**src/rtl/chunked_serial_adder.sv**
```systemverilog
// chunked_serial_adder: WIDTH-bit unsigned adder that adds CHUNK bits per clock and carries between cycles in a register.
// Define CHUNKED_ADDER_OVERFLOW_EN to add a registered signed-overflow output.
module chunked_serial_adder #(
  parameter int WIDTH = 16,
  parameter int CHUNK = 4
) (
  input  logic             clk,
  input  logic             rst_n,
  input  logic             start,
  input  logic [WIDTH-1:0] a,
  input  logic [WIDTH-1:0] b,
  input  logic             carry_in,
  output logic             busy,
  output logic             done,
  output logic [WIDTH-1:0] sum,
`ifdef CHUNKED_ADDER_OVERFLOW_EN
  output logic             overflow,
`endif
  output logic             carry_out
);

  localparam int NCH = WIDTH / CHUNK;
  localparam int CW  = (NCH > 1) ? $clog2(NCH) : 1;
  localparam logic [CW-1:0] LAST = CW'(NCH - 1);

  typedef enum logic {IDLE, RUN} state_t;

  state_t           state_q;
  logic [WIDTH-1:0] a_q, b_q, psum_q, sum_q;
  logic             c_q, busy_q, done_q, cout_q;
  logic [CW-1:0]    cnt_q;

  logic [CHUNK:0]   chunk_sum_d;
  logic [WIDTH-1:0] psum_d;

  assign chunk_sum_d = {1'b0, a_q[CHUNK-1:0]} + {1'b0, b_q[CHUNK-1:0]} + {{CHUNK{1'b0}}, c_q};
  // New chunk enters at the MSB end; written as shifts so CHUNK == WIDTH needs no special case.
  assign psum_d = (psum_q >> CHUNK) | (WIDTH'(chunk_sum_d[CHUNK-1:0]) << (WIDTH - CHUNK));

`ifdef CHUNKED_ADDER_OVERFLOW_EN
  logic ovf_q;
  logic ovf_d;
  // Carry into the MSB recovered from the MSB's operand and sum bits, then XORed with carry out.
  assign ovf_d = a_q[CHUNK-1] ^ b_q[CHUNK-1] ^ chunk_sum_d[CHUNK-1] ^ chunk_sum_d[CHUNK];
  assign overflow = ovf_q;

  always_ff @(posedge clk or negedge rst_n) begin
    if (!rst_n) begin
      ovf_q <= 1'b0;
    end else if (state_q == RUN && cnt_q == LAST) begin
      ovf_q <= ovf_d;
    end
  end
`endif

  always_ff @(posedge clk or negedge rst_n) begin
    if (!rst_n) begin
      state_q <= IDLE;
      a_q     <= '0;
      b_q     <= '0;
      c_q     <= 1'b0;
      psum_q  <= '0;
      cnt_q   <= '0;
      busy_q  <= 1'b0;
      done_q  <= 1'b0;
      sum_q   <= '0;
      cout_q  <= 1'b0;
    end else begin
      done_q <= 1'b0;
      case (state_q)
        IDLE: begin
          if (start) begin
            a_q     <= a;
            b_q     <= b;
            c_q     <= carry_in;
            cnt_q   <= '0;
            busy_q  <= 1'b1;
            state_q <= RUN;
          end
        end
        RUN: begin
          a_q    <= a_q >> CHUNK;
          b_q    <= b_q >> CHUNK;
          c_q    <= chunk_sum_d[CHUNK];
          psum_q <= psum_d;
          cnt_q  <= cnt_q + CW'(1);
          if (cnt_q == LAST) begin
            sum_q   <= psum_d;
            cout_q  <= chunk_sum_d[CHUNK];
            done_q  <= 1'b1;
            busy_q  <= 1'b0;
            state_q <= IDLE;
          end
        end
        default: state_q <= IDLE;
      endcase
    end
  end

  assign busy      = busy_q;
  assign done      = done_q;
  assign sum       = sum_q;
  assign carry_out = cout_q;

endmodule

```
**config.mk**
```make
export PLATFORM = sky130hd
export DESIGN_NAME = chunked_serial_adder
export DESIGN_NICKNAME = d
export VERILOG_FILES = /design/src/rtl/chunked_serial_adder.sv
export SDC_FILE = /design/constraint.sdc
export NUM_CORES = 1
export LEC_CHECK = 0
export ABC_AREA = 1
export ABC_CLOCK_PERIOD_IN_PS = 1400
export CORE_ASPECT_RATIO = 2
export CORE_MARGIN = 3
export CORE_UTILIZATION = 46
export CTS_CLUSTER_DIAMETER = 50
export DETAILED_ROUTE_END_ITERATION = 8
export PLACE_DENSITY = 0.75
export RECOVER_POWER = 100
export SLEW_MARGIN = 40
export SYNTH_ARGS = -nofsm -noshare
export SYNTH_HDL_FRONTEND = slang
export SYNTH_SLANG_ARGS = --single-unit
```
**constraint.sdc**
```tcl
create_clock -name clk -period 1.4 [get_ports clk]
set_input_delay 0.42 -clock clk [delete_from_list [all_inputs] [get_ports clk]]
set_output_delay 0.42 -clock clk [all_outputs]
set_load 0.01 [all_outputs]
```
==> metrics.txt <==
post-layout minimum cycle time=around 1500 ps; Power Density=approximately 2000 nW/µm²; antenna violations before repair=0; nets@finish=between 400 and 500; Max Used Layer=met4; clk sinks=67; Place WS=-204 ps; outcome=complete, but fails checks; n_diodes=0; initial core utilization=0.485; post-synth top area cell=dfrtp_1; Reg2Reg Launch Point=a_q[0]; Mapped Area=2820 µm²; FF+latch area=1680 µm²; Clock Root Buffer=clkbuf_16; share of cells above drive strength 1=0.118; final wirelength=~5900 µm; reg-to-reg endpoint=sum[13]; Cell variety after synth=22; DRC viols=0; Pwr Total=around 7.7 mW; later-pin clock latency in the skew report=between 300 and 400 ps; CP Cell Sequence=fa_2 > inv_2 > fa_2 > o21ai_2; area occupied by multi-input gates=between 900 and 1000 µm²; Area contributors post-synth=dfrtp_1 (60%), nand2_1 (16%), nand3_1 (4.6%), o21ai_0 (2.7%), inv_1 (2.4%); pins over their slew limit=0; clock buffer depth=2; H-tree levels=3; full die area=~7200 µm²; GRT Util Overall=0.179; Congestion Overflow GR=0; TritonCTS clock tree=done; Primary FF master, synth=dfrtp_1; Final WS setup=-149 ps; Die Y=roughly 120 µm; via count of the first global-routing pass=roughly 2200; fill count=476; crit-path max FO=2; dpl hpwl=roughly 4000 µm; Post-synth EDFFs=0; worst min path class=input port to asynchronous set/reset pin; initial DRC count=between 90 and 100; WP data required=approximately 1600 ps; M1 wire length=approximately 2200 µm; Reg2Reg Setup Slack=-150 ps; Post-CTS Hold Fix Bufs=0; Met3 Routed Length=between 200 and 250 µm; CTS Buf Count=9; final setup fails=8; die width=61.3 µm; Max Freq=around 650 MHz; Post-Layout Cell Count=~430; top cells by count, synth=nand2_1 (119), dfrtp_1 (67), nand3_1 (26); synth warn=0; reg2reg path depth=4; IO Count=55; GP Congestion=~0.86; Tcrit/Tclk final=1.11; cell area after layout=about 3800 µm²; DR WL/cell=between 10 and 15 µm; startpoint types=flip-flop; failing checks=negative setup slack; core area=5810 µm²; Met2 Routed Length=3240 µm; Area growth, synth to finish=33.3%; clock slew at reported path FFs=50 ps; VDD IR-drop max=between 1 and 1.5 mV; IO Port Bufs=54; Worst EP arrival=~1800 ps; antenna viol nets, final=0; Via density=5.12; drt pass-1 iters=4; Synth Instances=~300; most numerous cell in the Yosys netlist=nand2_1; headroom to the max-slew limit=0.409; syn avg cell area=between 9 and 10 µm²; placed cell count=about 420; Slowest Stage Delay on Critical Path=approximately 450 ps; Async SR Flop Fraction=1.00; Rows=39; Yosys top cell area share=0.595; placed inst area=~3500 µm²; sequential share of the synthesized area=0.595; RSZ-0062 raised after global routing=true; Top cell by count, worst path=fa_2; #FFs+latches synth=67; CP Class=flip-flop to flip-flop; worst-margin pin slew=just under 900 ps; crit end category=flip-flop; max_cap viols=0; largest net degree at the start of global routing=68; Final Core Density=0.647; Final Hold Vio Count=0; first-pass GRT wire length=~9500 µm; syn nets=343; critical path's slowest cell=fa_2; Leakage=1.82 nW; via count=roughly 2200; Clock Skews=5.61 ps
## worst max path at each step
stage / from / to / slack, ps / cells after the start
3_5_place_dp: start / a_q[13] / -200 / 6
6_report: a_q[0] / sum[13] / -150 / 4
4_1_cts: a_q[0] / sum[13] / -110 / 4
2_1_floorplan: c_q / psum_q[13] / -50 / 4
3_3_place_gp: start / b_q[13] / -160 / 6
5_1_grt: a_q[0] / sum[13] / -190 / 4
## worst max-delay path: cells and delay by family, from the launching register on
kind                       cells  cell delay [ps]
adders and majority gates      2              860
DFF                            1              400
AOI/OAI and AO/OA              1              140
buffers and inverters          1               70
## logic make-up after synthesis
logic type | share of synthesized area
compound gates | 0.0821
xor+xnor | 0.00311
fa+ha+maj | 0.0320
buf+inv | 0.0702
flops | 0.595
simple gates | 0.218
## state kept, by name, indices dropped and copies added (netlist names)
name and flops:
cnt_q 2, busy 1, c_q 1, psum_q 12
b_q 16, done 1, state_q 1, carry_out 1
sum 16, a_q 16
## cells in the final DEF (no fill, tap or decap), types with 2 or more instances in the layout
| cell type | n |
|---|---|
| clkdlybuf4s50_1 | 33 |
| clkinv_2 | 3 |
| nand2_1 | 119 |
| a21oi_1 | 3 |
| nor2_1 | 5 |
| nand3_2 | 5 |
| o21ai_1 | 8 |
| clkbuf_2 | 2 |
| o21ai_0 | 15 |
| dfrtp_1 | 67 |
| clkbuf_4 | 3 |
| a22o_1 | 7 |
| fa_2 | 2 |
| clkbuf_16 | 9 |
| inv_2 | 2 |
| ha_1 | 3 |
| clkdlybuf4s15_1 | 18 |
| buf_4 | 6 |
| inv_1 | 18 |
| o21ai_2 | 2 |
| nand3_1 | 21 |
| clkbuf_1 | 5 |
| buf_6 | 2 |
| o211ai_1 | 4 |
## where the power goes
| group | total [mW] | internal, mW | switching, mW |
|---|---|---|---|
| combinational | 2.64 | 1.16 | 1.48 |
| sequential | 3.07 | 2.67 | 0.407 |
| clock | 1.94 | 1.22 | 0.719 |
## what timing repair did
item / CTS / global route
endpoints found under the hold margin: 0 / 0
gates resized for setup: 37 / 14
pin swaps: 3 / 3
setup endpoints to repair: 26 / 13
setup buffers: 1 / 1
## metrics by stage
stage	TNS [ps]	hold WS [ps]
floorplan	-109	124
global placement	-3820	461
detailed placement	-5290	464
CTS	-436	120
global route	-1620	408
finish	-712	332
## layout make-up
type                       count  share of cell area
multi-input combinational    198               0.264
tap                           61              0.0203
timing repair buffer          71               0.177
inverter                      22              0.0227
clock buffer                  12              0.0656
sequential                    67               0.446
clock inverter                 3             0.00400
## metal layers
metal,global-route usage,up-vias
met5,0,-
met1,0.199,1051
li1,-,1098
met4,0.0878,0
met3,0.0398,16
met2,0.311,57
Note: power is estimated with default switching activity, not from simulation.
